## config.mk

```make
export PLATFORM = sky130hd
export DESIGN_NAME = player_2_packet_rx
export DESIGN_NICKNAME = d
export VERILOG_FILES = /design/src/rtl/player_2_packet_rx.sv
export SDC_FILE = /design/constraint.sdc
export NUM_CORES = 1
export LEC_CHECK = 0
export CORE_UTILIZATION = 51
export CTS_CLUSTER_SIZE = 14
export DETAILED_ROUTE_END_ITERATION = 8
export HOLD_SLACK_MARGIN = 0.08
export PLACE_DENSITY_LB_ADDON = 0.3
export SYNTH_ARGS = -nofsm -noshare
export SYNTH_HDL_FRONTEND = slang
export SYNTH_SLANG_ARGS = --single-unit
```

## constraint.sdc

```tcl
create_clock -name clk -period 2.2 [get_ports clk]
set_clock_uncertainty 0.2 [all_clocks]
set_input_delay 0.33 -clock clk [delete_from_list [all_inputs] [get_ports clk]]
set_output_delay 0.33 -clock clk [all_outputs]
set_load 0.1 [all_outputs]
```

## src/rtl/player_2_packet_rx.sv

```systemverilog
// Frames and validates 6-byte player-2 state packets from the UART byte stream,
// committing accepted packets to registered outputs with a one-cycle valid pulse.
module player_2_packet_rx #(
    parameter logic [7:0] SYNC_BYTE    = 8'hA5,
    parameter int         BYTE_TIMEOUT = 65_000,
    parameter int         LINK_TIMEOUT = 6_500_000
) (
    input  logic        clk,
    input  logic        rst,
    input  logic [7:0]  rx_data,
    input  logic        rx_valid,
    output logic [11:0] player_2_x,
    output logic [11:0] player_2_y,
    output logic        player_2_flip_h,
    output logic [1:0]  player_2_class,
    output logic [3:0]  player_2_hp,
    output logic        player_2_data_valid,
    output logic        link_alive,
    output logic [7:0]  pkt_err_cnt
);

    localparam int GW = $clog2(BYTE_TIMEOUT + 1);
    localparam int LW = $clog2(LINK_TIMEOUT + 1);

    typedef enum logic [2:0] {IDLE, B1, B2, B3, B4, CHK} state_t;

    state_t         state, state_nxt;
    logic [7:0]     sh_b1, sh_b2, sh_b3, sh_b4;
    logic [GW-1:0]  gap_cnt;
    logic [LW-1:0]  link_cnt;
    logic           accept, reject, timeout;
    logic [7:0]     csum;
    logic [1:0]     sh_class;

    assign csum     = sh_b1 ^ sh_b2 ^ sh_b3 ^ sh_b4;
    assign sh_class = sh_b4[6:5];

    always_ff @(posedge clk) begin
        if (rst) state <= IDLE;
        else     state <= state_nxt;
    end

    always_comb begin
        state_nxt = state;
        accept    = 1'b0;
        reject    = 1'b0;
        timeout   = 1'b0;
        case (state)
            IDLE: if (rx_valid && rx_data == SYNC_BYTE) state_nxt = B1;
            B1:   if (rx_valid) state_nxt = B2;
            B2:   if (rx_valid) state_nxt = B3;
            B3:   if (rx_valid) state_nxt = B4;
            B4:   if (rx_valid) state_nxt = CHK;
            CHK: begin
                if (rx_valid) begin
                    state_nxt = IDLE;
                    if (rx_data == csum && sh_class != 2'd3) accept = 1'b1;
                    else                                     reject = 1'b1;
                end
            end
            default: state_nxt = IDLE;
        endcase
        // A byte arriving on the last allowed cycle keeps the packet alive
        if (state != IDLE && !rx_valid && gap_cnt == GW'(BYTE_TIMEOUT - 1)) begin
            state_nxt = IDLE;
            timeout   = 1'b1;
        end
    end

    always_ff @(posedge clk) begin
        if (rst) begin
            sh_b1 <= 8'd0;
            sh_b2 <= 8'd0;
            sh_b3 <= 8'd0;
            sh_b4 <= 8'd0;
        end else if (rx_valid) begin
            case (state)
                B1:      sh_b1 <= rx_data;
                B2:      sh_b2 <= rx_data;
                B3:      sh_b3 <= rx_data;
                B4:      sh_b4 <= rx_data;
                default: ;
            endcase
        end
    end

    always_ff @(posedge clk) begin
        if (rst) begin
            gap_cnt <= '0;
        end else if (state == IDLE || rx_valid || timeout) begin
            gap_cnt <= '0;
        end else begin
            gap_cnt <= gap_cnt + GW'(1);
        end
    end

    always_ff @(posedge clk) begin
        if (rst) begin
            player_2_x          <= 12'd0;
            player_2_y          <= 12'd0;
            player_2_flip_h     <= 1'b0;
            player_2_class      <= 2'd0;
            player_2_hp         <= 4'd0;
            player_2_data_valid <= 1'b0;
        end else begin
            player_2_data_valid <= accept;
            if (accept) begin
                player_2_x      <= {sh_b1, sh_b2[7:4]};
                player_2_y      <= {sh_b2[3:0], sh_b3};
                player_2_flip_h <= sh_b4[7];
                player_2_class  <= sh_b4[6:5];
                player_2_hp     <= sh_b4[4:1];
            end
        end
    end

    always_ff @(posedge clk) begin
        if (rst) begin
            pkt_err_cnt <= 8'd0;
        end else if ((reject || timeout) && pkt_err_cnt != 8'hFF) begin
            pkt_err_cnt <= pkt_err_cnt + 8'd1;
        end
    end

    // link_alive falls on the same edge the counter saturates
    always_ff @(posedge clk) begin
        if (rst) begin
            link_cnt   <= '0;
            link_alive <= 1'b0;
        end else if (accept) begin
            link_cnt   <= '0;
            link_alive <= 1'b1;
        end else begin
            if (link_cnt != LW'(LINK_TIMEOUT)) link_cnt <= link_cnt + LW'(1);
            if (link_cnt == LW'(LINK_TIMEOUT - 1)) link_alive <= 1'b0;
        end
    end

endmodule

```

==> flow_summary.yaml, run 1 <==
floorplanning:
  initial_core_util: 0.522
  floorplan.core_area_sq_um: 9730
  die_width_um: 102
  top_level_ports: 52
  fp.dieH_um: 102
  fp-row-count: 36
  fp.dieArea_sq_um: 10400
layout:
  layout-area-overhead-vs-synth_pct: 36.3
  final.fill_count: 718
  nNetsFinal: 676
  antenna-diode-count: 0
  final_cells: 807
  drive_above_1_share: 0.277
setup_path:
  timing.critical_path.from_type: "flop"
  crit_fanout: 7
  worst-endpoint-arrival_ns: 2.66
  timing.critical_path.to_type: "flop"
  critical_path.startpoint: "sh_b1[4]"
  critical_path_required_ns: 2.39
  path_class: "flop to flop"
  timing.rr.start: "sh_b1[4]"
timing:
  post-route-period-util: 1.12
  max_clock_freq_mhz: 404
  finalHoldViolations: 8
  fin_worst_hold_slack_ns: -0.0399
  fin_ws_ns: -0.273
  layout_min_cycle_time_ns: 2.47
  final_setup_vio_count: 64
  timing_worst_slew_pin_value_ns: 0.414
  finalMaxSlewViolations: 0
  max-slew-margin-rel: 0.722
  rsz0062_at_grt: "true"
synth:
  synth.top_cells.by_count: "sky130_fd_sc_hd__dfxtp_1 (115), sky130_fd_sc_hd__nor2_1 (114), sky130_fd_sc_hd__mux2i_1 (57), sky130_fd_sc_hd__nand2_1 (35), sky130_fd_sc_hd__xnor2_1 (28)"
  register_area_share_after_synthesis: 0.454
  yosysTopAreaCell: "sky130_fd_sc_hd__dfxtp_1"
  synthSimpleGateAreaFrac: 0.225
  synth.top_cells.by_area: "sky130_fd_sc_hd__dfxtp_1 (45%), sky130_fd_sc_hd__mux2i_1 (11%), sky130_fd_sc_hd__nor2_1 (8.4%)"
  synth_top_family_by_area: "simple AND/OR/NAND/NOR gates"
  synth_top_flop_cell: "sky130_fd_sc_hd__dfxtp_1"
  yosys_warnings: 0
  synth.net_count: 549
  synth-seq-cells: 115
  synth_xor_area_frac: 0.121
  synth-adder-area-share: 0.00986
  synth_compound_gate_area_share: 0.0333
  synth_edf_count: 0
  syn_avg_cell_area_sq_um: 9.51
  synth_top_area_frac: 0.454
  synth_cells: 534
  yosys-mux-area-fraction: 0.129
  synth_cell_type_count: 43
  postSynth.asyncResetShare: 0
  synthMostInstantiatedCell: "sky130_fd_sc_hd__dfxtp_1"
  mappedNetlistArea_sq_um: 5080
route:
  dr.pass1.iters: 4
  dr.first_iter.drc_count: 150
  drt-vias-per-instance: 5.21
  remaining_drc_errors: 0
  vias: 4203
  detail_route.wl_per_cell_um: 14.9
  drt_wl_total_um: 12000
  antenna_left: 0
clock_tree:
  cts_tree: "done"
  cts.htree.levels: 4
  cts.sinks: 115
  cts_buffers: 17
  clkSlewWorstSetupHoldPaths_ns: 0.06
  cts-root-buf: "sky130_fd_sc_hd__clkbuf_8"
  cts.path.max_buffers: 2
  worst_skew_pair.late_latency_ns: 0.51
power:
  cellPowerDensity_nw_per_um2: 748
  power.leakage_nw: 2.64
  design_power_total_mw: 5.17
  vdd_ir_drop_max_mv: 0.672
placement:
  placedCellCount: 769
  place.detailed.hpwl_um: 7870
  port_buffers: 51
  gp_routability_congestion: 0.797
  dp_worst_setup_slack_ns: -0.621
grt:
  antenna_violations_before_repair: 0
  vias_in_the_first_global_route: 4184
  global_route.overflow_total: 0
  pin_count_of_the_biggest_net_entering_global_routing: 34
  global_route_wire_length_before_repair_um: 19600
  global_route.usage.total: 0.249
worst_hold_path:
  worstHoldStart: "rst"
  min_path_type: "input pin to flop"
status:
  failing_checks: "hold timing, setup timing"
  outcome: "finished, violations left"
job:
  count_of_max_cap_constraint_violations: 0
kinds of logic (layout without fill, tap and decap cells):
family          after synthesis  after routing
simple gates                238            238
flops                       115            115
mux                          64             64
xor+xnor                     59             59
compound gates               27             27
buf+inv                      27            167
fa+ha+maj                     4              4
path summary, 6_finish.rpt:
path	slack [ns]	cells after the start	to
setup / recovery	-0.27	9	player_2_y[0]
hold / removal	-0.04	2	player_2_y[1]
setup reg to reg	-0.27	9	player_2_y[0]
hold reg to reg	0.27	1	gap_cnt[0]
worst max-delay path, stage by stage (launching register included):
cell,delay [ns]
sky130_fd_sc_hd__dfxtp_2,0.33
sky130_fd_sc_hd__xnor3_1,0.43
sky130_fd_sc_hd__xnor2_2,0.18
sky130_fd_sc_hd__nand4_1,0.14
sky130_fd_sc_hd__buf_4,0.18
sky130_fd_sc_hd__nor4b_4,0.29
sky130_fd_sc_hd__buf_6,0.19
sky130_fd_sc_hd__buf_8,0.13
sky130_fd_sc_hd__mux2i_1,0.21
sky130_fd_sc_hd__nor2_1,0.06
what timing repair did:
item	4_1_cts	5_1_grt
setup endpoints to repair	64	64
resized for setup	16	7
pin swaps	10	10
setup buffers	3	2
endpoints found under the hold margin	8	8
cloned	2	0
metrics by stage:
stage | util | setup TNS (ns) | area (sq um) | hold slack (ns)
finish | 0.711 | -13.80 | 6920 | -0.0399
global route | 0.711 | -21.36 | 6920 | -0.0381
CTS | 0.706 | -13.87 | 6870 | -0.0673
detailed placement | 0.629 | -36.26 | 6120 | 0.263
global placement | 0.629 | -33.94 | 6120 | 0.246
floorplan | - | 0 | 5080 | 0.230
metal layers:
metal / vias up / part of all wire / global-route usage / wire, um
met5: - / 0 / 0 / 0
met3: 16 / 0.036 / 0.0669 / 432
met2: 80 / 0.51 / 0.429 / 6170
li1: 2077 / - / - / -
met1: 2030 / 0.44 / 0.291 / 5250
met4: 0 / 0.016 / 0.101 / 188
state kept, by name, summed over array words and instances, names as in the netlist:
register / cells
link_cnt: 23
gap_cnt: 16
player_2_x: 12
player_2_y: 12
pkt_err_cnt: 8
sh_b1: 8
sh_b2: 8
sh_b3: 8
sh_b4: 8
player_2_hp: 4
state: 3
player_2_class: 2
link_alive: 1
player_2_data_valid: 1
player_2_flip_h: 1
layout make-up:
type,instances,area [sq um],share of cell area
inverter,6,22.5,0.00326
sequential,115,2310,0.335
timing repair buffer,129,1070,0.154
clock buffer,21,469,0.0678
tap,133,166,0.0241
multi-input combinational,392,2700,0.391
clock inverter,11,174,0.0251
layout by cell type (no fill, tap or decap), types with 3 or more instances in the layout:
| cell type | count |
|---|---|
| sky130_fd_sc_hd__xnor3_1 | 7 |
| sky130_fd_sc_hd__nand2_1 | 35 |
| sky130_fd_sc_hd__xnor2_1 | 26 |
| sky130_fd_sc_hd__buf_4 | 110 |
| sky130_fd_sc_hd__dfxtp_1 | 105 |
| sky130_fd_sc_hd__clkbuf_8 | 5 |
| sky130_fd_sc_hd__nand4_1 | 13 |
| sky130_fd_sc_hd__nand2b_1 | 9 |
| sky130_fd_sc_hd__mux2_2 | 4 |
| sky130_fd_sc_hd__clkinvlp_4 | 3 |
| sky130_fd_sc_hd__dfxtp_2 | 10 |
| sky130_fd_sc_hd__nor3_1 | 5 |
| sky130_fd_sc_hd__buf_6 | 4 |
| sky130_fd_sc_hd__and4_1 | 4 |
| sky130_fd_sc_hd__nor2_1 | 114 |
| sky130_fd_sc_hd__mux2i_1 | 57 |
| sky130_fd_sc_hd__a21oi_1 | 12 |
| sky130_fd_sc_hd__mux2_4 | 3 |
| sky130_fd_sc_hd__inv_1 | 6 |
| sky130_fd_sc_hd__bufinv_16 | 4 |
| sky130_fd_sc_hd__clkdlybuf4s50_1 | 9 |
| sky130_fd_sc_hd__o21ai_0 | 3 |
| sky130_fd_sc_hd__buf_12 | 3 |
| sky130_fd_sc_hd__and3_1 | 8 |
| sky130_fd_sc_hd__a211oi_1 | 3 |
| sky130_fd_sc_hd__ha_1 | 4 |
| sky130_fd_sc_hd__clkbuf_16 | 16 |
| sky130_fd_sc_hd__nand3_1 | 17 |
| sky130_fd_sc_hd__xor2_1 | 24 |
| sky130_fd_sc_hd__nor2b_1 | 8 |
| sky130_fd_sc_hd__nor4_1 | 5 |
where the power goes:
| group | switching, mW | internal, mW | leakage, nW | total (mW) |
|---|---|---|---|---|
| clock | 0.970 | 1.96 | 0.307 | 2.93 |
| combinational | 0.0790 | 0.0662 | 1.40 | 0.145 |
| sequential | 0.00395 | 2.09 | 0.932 | 2.09 |
| total | 1.05 | 4.12 | 2.64 | 5.17 |
No activity file was read; power rests on OpenSTA's default activity.
==> run 2: changes to the inputs <==
--- a/config.mk
+++ b/config.mk
@@ -5,10 +5,13 @@
 export SDC_FILE = /design/constraint.sdc
 export NUM_CORES = 1
 export LEC_CHECK = 0
-export CORE_UTILIZATION = 51
+export CELL_PAD_IN_SITES_DETAIL_PLACEMENT = 1
+export CELL_PAD_IN_SITES_GLOBAL_PLACEMENT = 1
+export CORE_UTILIZATION = 39
 export CTS_CLUSTER_SIZE = 14
 export DETAILED_ROUTE_END_ITERATION = 8
 export HOLD_SLACK_MARGIN = 0.08
+export MAX_ROUTING_LAYER = met4
 export PLACE_DENSITY_LB_ADDON = 0.3
 export SYNTH_ARGS = -nofsm -noshare
 export SYNTH_HDL_FRONTEND = slang
==> run 2 against run 1 <==
The flow finishes with violations (setup timing). Worst hold slack improved by 0.21 ns. Combinational power increased by 28%. First-iteration DRC count increased by 8.7%. Critical endpoint is now player_2_x[6].
==> flow_summary.yaml, run 2 (synthesis gave the netlist of run 1 again) <==
status:
  outcome: "finished, violations left"
  failing_checks: "setup timing"
clock_tree:
  cts.sinks: 115
  cts-root-buf: "sky130_fd_sc_hd__clkbuf_16"
  cts_buffers: 17
  holdBufCountCts: 0
  cts_tree: "done"
  worst_skew_pair.late_latency_ns: 0.41
  clkSlewWorstSetupHoldPaths_ns: 0.06
  cts.path.max_buffers: 2
  cts.htree.levels: 4
power:
  vdd_ir_drop_max_mv: 0.485
  power.leakage_nw: 2.77
  cellPowerDensity_nw_per_um2: 742
  swShare: 0.202
  seqPwrFrac: 0.384
  netSwitchingPower_mw: 1.10
  p_int_mw: 4.35
  power.combinational.fraction: 0.034
  design_power_total_mw: 5.46
  power.share.clock: 0.582
worst_hold_path:
  holdPathStages: 2
  min_path_type: "input pin to flop"
  worstHoldStart: "rst"
floorplanning:
  die_width_um: 116
  top_level_ports: 52
  fp-row-count: 41
  fp.dieH_um: 116
  fp.dieArea_sq_um: 13500
  initial_core_util: 0.401
  floorplan.core_area_sq_um: 12700
setup_path:
  timing.critical_path.to_type: "flop"
  worst-endpoint-arrival_ns: 2.65
  timing.rr.start: "sh_b1[4]"
  timing.critical_path.from_type: "flop"
  critical_path.startpoint: "sh_b1[4]"
  critical_path_required_ns: 2.29
  path_class: "flop to flop"
  timing.reg2reg.worst_path_depth: 8
  crit_fanout: 9
route:
  drt_wl_total_um: 15800
  detail_route.wl_per_cell_um: 18.4
  dr.pass1.iters: 4
  drt-vias-per-instance: 5.10
  remaining_drc_errors: 0
  dr.first_iter.drc_count: 163
  vias: 4365
  antenna_left: 0
layout:
  final_area_sq_um: 7360
  highest_count_cells_in_the_layout_ignoring_fill_and_taps: "sky130_fd_sc_hd__buf_4 (116), sky130_fd_sc_hd__dfxtp_1 (101), sky130_fd_sc_hd__nor2_1 (95)"
  antenna-diode-count: 0
  drive_above_1_share: 0.341
  layout.cells.most_common: "sky130_fd_sc_hd__buf_4"
  combined_area_of_the_multi_input_logic_cells_sq_um: 2900
  max_reg_flops: 23
  layout-area-overhead-vs-synth_pct: 44.9
  nNetsFinal: 686
  largestRegisters: "link_cnt: 23 flops, gap_cnt: 16 flops"
  largest_register: "link_cnt"
  regArea_sq_um: 2320
  final.fill_count: 1372
grt:
  global_route.overflow_total: 0
  vias_in_the_first_global_route: 4524
  global_route.usage.total: 0.230
  pin_count_of_the_biggest_net_entering_global_routing: 63
  global_route_wire_length_before_repair_um: 22600
  antenna_violations_before_repair: 0
timing:
  rsz0062_at_grt: "true"
  finalMaxSlewViolations: 0
  fin_ws_ns: -0.363
  final_setup_vio_count: 64
  timing_worst_slew_pin_value_ns: 0.503
  post-route-period-util: 1.17
  setup-tns-final_ns: -19.18
  layout_min_cycle_time_ns: 2.56
  max-slew-margin-rel: 0.665
  finalHoldViolations: 0
  max_clock_freq_mhz: 390
job:
  count_of_max_cap_constraint_violations: 0
placement:
  place.detailed.hpwl_um: 9520
  dpl-instance-area_sq_um: 6210
  gp_routability_congestion: 0.799
  port_buffers: 51
==> run 2: cell count changes in the layout (fill, tap and decap cells not counted), moves of 3 or more <==
cell	change
sky130_fd_sc_hd__nor2_2	+4
sky130_fd_sc_hd__mux2i_1	-5
sky130_fd_sc_hd__nor2_4	+15
sky130_fd_sc_hd__xnor2_2	+3
sky130_fd_sc_hd__dfxtp_2	+4
sky130_fd_sc_hd__mux2i_2	+3
sky130_fd_sc_hd__clkbuf_8	-3
sky130_fd_sc_hd__xnor2_1	-3
sky130_fd_sc_hd__buf_4	+6
sky130_fd_sc_hd__clkbuf_16	+5
sky130_fd_sc_hd__dfxtp_1	-4
sky130_fd_sc_hd__nor2_1	-19
sky130_fd_sc_hd__clkinvlp_4	-3
==> run 2: cell type report <==
class                      instances  share of cell area
inverter                           6             0.00306
clock inverter                    13              0.0313
clock buffer                      19              0.0616
multi-input combinational        392               0.395
tap                              172              0.0293
sequential                       115               0.315
timing repair buffer             139               0.165
==> run 2: worst max-delay path: stages (launching register included) <==
cell,delay [ns]
sky130_fd_sc_hd__dfxtp_2,0.33
sky130_fd_sc_hd__xnor3_1,0.42
sky130_fd_sc_hd__xnor2_2,0.16
sky130_fd_sc_hd__nand4_1,0.24
sky130_fd_sc_hd__nor4b_4,0.43
sky130_fd_sc_hd__buf_4,0.19
sky130_fd_sc_hd__buf_12,0.15
sky130_fd_sc_hd__mux2i_4,0.23
sky130_fd_sc_hd__nor2_1,0.06
==> run 2: through the flow <==
step / util / hold slack, ns / std cells / setup WS, ns
floorplan: - / 0.230 / 534 / 0.00209
global placement: 0.490 / 0.275 / 812 / -0.587
detailed placement: 0.490 / 0.294 / 812 / -0.671
CTS: 0.551 / 0.140 / 845 / -0.233
global route: 0.581 / 0.181 / 856 / -0.442
finish: 0.581 / 0.171 / 856 / -0.363
==> run 2: per-layer routing <==
| metal | global-route usage | up-vias | wire length, um |
|---|---|---|---|
| met3 | 0.0513 | 35 | 403 |
| li1 | - | 2093 | - |
| met4 | 0.0897 | 0 | 416 |
| met2 | 0.401 | 78 | 8490 |
| met1 | 0.254 | 2159 | 6470 |
| met5 | - | - | 0 |
==> run 2: power by group through the flow <==
stage | clock network (mW) | registers (mW) | logic [mW]
6_report | 3.18 | 2.09 | 0.185
5_1_grt | 3.32 | 2.09 | 0.194
4_1_cts | 3.23 | 2.09 | 0.151
3_5_place_dp | 0 | 2.14 | 0.143
3_3_place_gp | 0 | 2.14 | 0.138
2_1_floorplan | 0 | 2.14 | 0.0681
==> run 2: what timing repair did <==
| item | CTS | global route |
|---|---|---|
| endpoints found under the hold margin | 0 | 0 |
| endpoints found under the setup margin | 64 | 64 |
| pin swaps | 9 | 34 |
| setup buffers | 1 | 6 |
| cloned | 0 | 5 |
| gates resized for setup | 18 | 56 |
==> run 2: worst paths after layout <==
kind,end,slack (ns)
worst max register to register,player_2_x[6],-0.36
worst max-delay path,player_2_x[6],-0.36
worst min-delay path,player_2_y[9],0.17
worst min register to register,player_2_class[1],0.30
==> run 3: changes to the inputs <==
--- a/config.mk
+++ b/config.mk
@@ -13,6 +13,7 @@
 export HOLD_SLACK_MARGIN = 0.08
 export MAX_ROUTING_LAYER = met4
 export PLACE_DENSITY_LB_ADDON = 0.3
+export SETUP_SLACK_MARGIN = 0.1
 export SYNTH_ARGS = -nofsm -noshare
 export SYNTH_HDL_FRONTEND = slang
 export SYNTH_SLANG_ARGS = --single-unit
==> run 3 against run 2 <==
The run still ends with setup timing left. Count of clock-buffer cells in the layout increased by 4. Utilization shrank 0.15 points. Power decreased by 1.5%. Register-to-register slack hardly changed. Sequential cell count is the same. Largest power group unchanged. Sequential power about the same. Die area unchanged. Design area decreased by 0.26%. Global-route usage up 2.8 points.
==> flow_summary.yaml, run 3 (synthesis gave the netlist of run 1 again) <==
timing:
  timing_worst_slew_pin_value_ns: 0.439
  max-slew-margin-rel: 0.705
  finalHoldViolations: 0
  final_setup_vio_count: 64
  post-route-period-util: 1.17
  setup-tns-final_ns: -19.85
  rsz0062_at_grt: "true"
  max_clock_freq_mhz: 388
  layout_min_cycle_time_ns: 2.57
  fin_ws_ns: -0.375
  finalMaxSlewViolations: 0
setup_path:
  crit_path_max_incr_delay_ns: 0.44
  timing.critical_path.slowest_stage_cell: "sky130_fd_sc_hd__xnor3_1"
  critical_path.most_common_cell: "sky130_fd_sc_hd__buf_6"
  path_class: "flop to flop"
  path_cells: "xnor3_1, xnor2_2, nand4_1, buf_6, nor4b_4, buf_6, buf_6, or2_4, clkbuf_16, nor2_2"
  timing.rr.start: "sh_b3[7]"
  timing.reg2reg.worst_path_depth: 10
  timing.critical_path.from_type: "flop"
  timing.critical_path.to_type: "flop"
  critical_path_required_ns: 2.30
  worst-endpoint-arrival_ns: 2.67
  reg2reg_to: "link_cnt[20]"
  rrSetupSlack_ns: -0.37
  crit_fanout: 6
floorplanning:
  floorplan.core_area_sq_um: 12700
  fp.dieH_um: 116
  die_width_um: 116
  fp-row-count: 41
  fp.dieArea_sq_um: 13500
  top_level_ports: 52
  initial_core_util: 0.401
power:
  vdd_ir_drop_max_mv: 0.587
  power.leakage_nw: 2.77
  cellPowerDensity_nw_per_um2: 733
  design_power_total_mw: 5.38
layout:
  largestRegisters: "link_cnt: 23 flops, gap_cnt: 16 flops"
  combined_area_of_the_multi_input_logic_cells_sq_um: 2850
  nNetsFinal: 687
  layout.cells.most_common: "sky130_fd_sc_hd__buf_4"
  regArea_sq_um: 2330
  max_reg_flops: 23
  antenna-diode-count: 0
  drive_above_1_share: 0.340
  largest_register: "link_cnt"
  highest_count_cells_in_the_layout_ignoring_fill_and_taps: "sky130_fd_sc_hd__buf_4 (114), sky130_fd_sc_hd__dfxtp_1 (102), sky130_fd_sc_hd__nor2_1 (96)"
  postLayoutCoreUtil: 0.579
  final_area_sq_um: 7340
  layout-area-overhead-vs-synth_pct: 44.5
  final.fill_count: 1412
clock_tree:
  clkSlewWorstSetupHoldPaths_ns: 0.05
  holdBufCountCts: 0
  cts-root-buf: "sky130_fd_sc_hd__clkbuf_16"
  cts_buffers: 17
  cts_tree: "done"
  cts.path.max_buffers: 2
  cts.htree.levels: 4
  cts.sinks: 115
  worst_skew_pair.late_latency_ns: 0.41
route:
  drt-vias-per-instance: 5.10
  detail_route.wl_per_cell_um: 18.1
  dr.first_iter.drc_count: 199
  drt_wl_total_um: 15600
  vias: 4373
  remaining_drc_errors: 0
  antenna_left: 0
  dr.pass1.iters: 4
grt:
  global_route_wire_length_before_repair_um: 25200
  global_route.usage.total: 0.258
  antenna_violations_before_repair: 0
  vias_in_the_first_global_route: 4905
  pin_count_of_the_biggest_net_entering_global_routing: 37
  global_route.overflow_total: 0
placement:
  dpl-instance-area_sq_um: 6220
  gp_routability_congestion: 0.779
  place.detailed.hpwl_um: 9390
  port_buffers: 51
status:
  outcome: "finished, violations left"
  failing_checks: "setup timing"
worst_hold_path:
  worstHoldStart: "rst"
  worst_hold_path.endpoint: "pkt_err_cnt[5]"
  min_path_type: "input pin to flop"
  holdPathStages: 3
job:
  count_of_max_cap_constraint_violations: 0
run 3: cell type report:
class	instances	area share
Inverter	6	0.00307
Multi-Input combinational cell	392	0.389
Tap cell	172	0.0293
Timing Repair Buffer	140	0.170
Clock buffer	23	0.0679
Sequential cell	115	0.318
Clock inverter	9	0.0235
run 3: what timing repair did:
item	CTS	global route
resized for setup	33	27
hold endpoints to repair	0	0
buffers inserted	8	1
cloned	4	1
setup endpoints to repair	64	66
pin swaps	9	5
run 3: critical path: cells and delay by family (launching register included):
kind,cells,cell delay (ns)
AND/OR/NAND/NOR,4,0.67
XOR/XNOR,2,0.64
flip-flops,1,0.34
buffers and inverters,4,0.61
run 3: power by group:
part           internal [mW]  total (mW)  leakage, nW  switching (mW)
logic                 0.0829       0.181         1.50          0.0985
registers               2.08        2.09        0.935         0.00380
clock network           2.15        3.11        0.329           0.954
total                   4.32        5.38         2.77            1.06
run 3: stage by stage:
stage          hold slack, ns  std cells  setup slack [ns]
2_1_floorplan           0.230        534            0.0242
3_5_place_dp            0.286        811            -0.668
5_1_grt                 0.140        857            -0.469
6_report                0.134        857            -0.375
3_3_place_gp            0.273        811            -0.571
4_1_cts                 0.125        855            -0.223
run 3: per-layer routing:
metal / vias to the layer above / GRT usage / routed length, um
li1: 2106 / - / -
met1: 2179 / 0.279 / 6450
met2: 68 / 0.458 / 8380
met3: 20 / 0.0638 / 475
met4: 0 / 0.0880 / 246
met5: - / - / 0
run 3: worst max path at each step:
stage,start,endpoint,cells past startpoint,slack [ns]
floorplan,sh_b4[7],player_2_y[2],8,0.02
global placement,rx_data[5],player_2_y[10],8,-0.57
detailed placement,rx_data[5],player_2_y[1],8,-0.67
CTS,sh_b3[7],pkt_err_cnt[2],8,-0.22
global route,sh_b3[7],player_2_class[1],10,-0.47
finish,sh_b3[7],link_cnt[20],10,-0.37
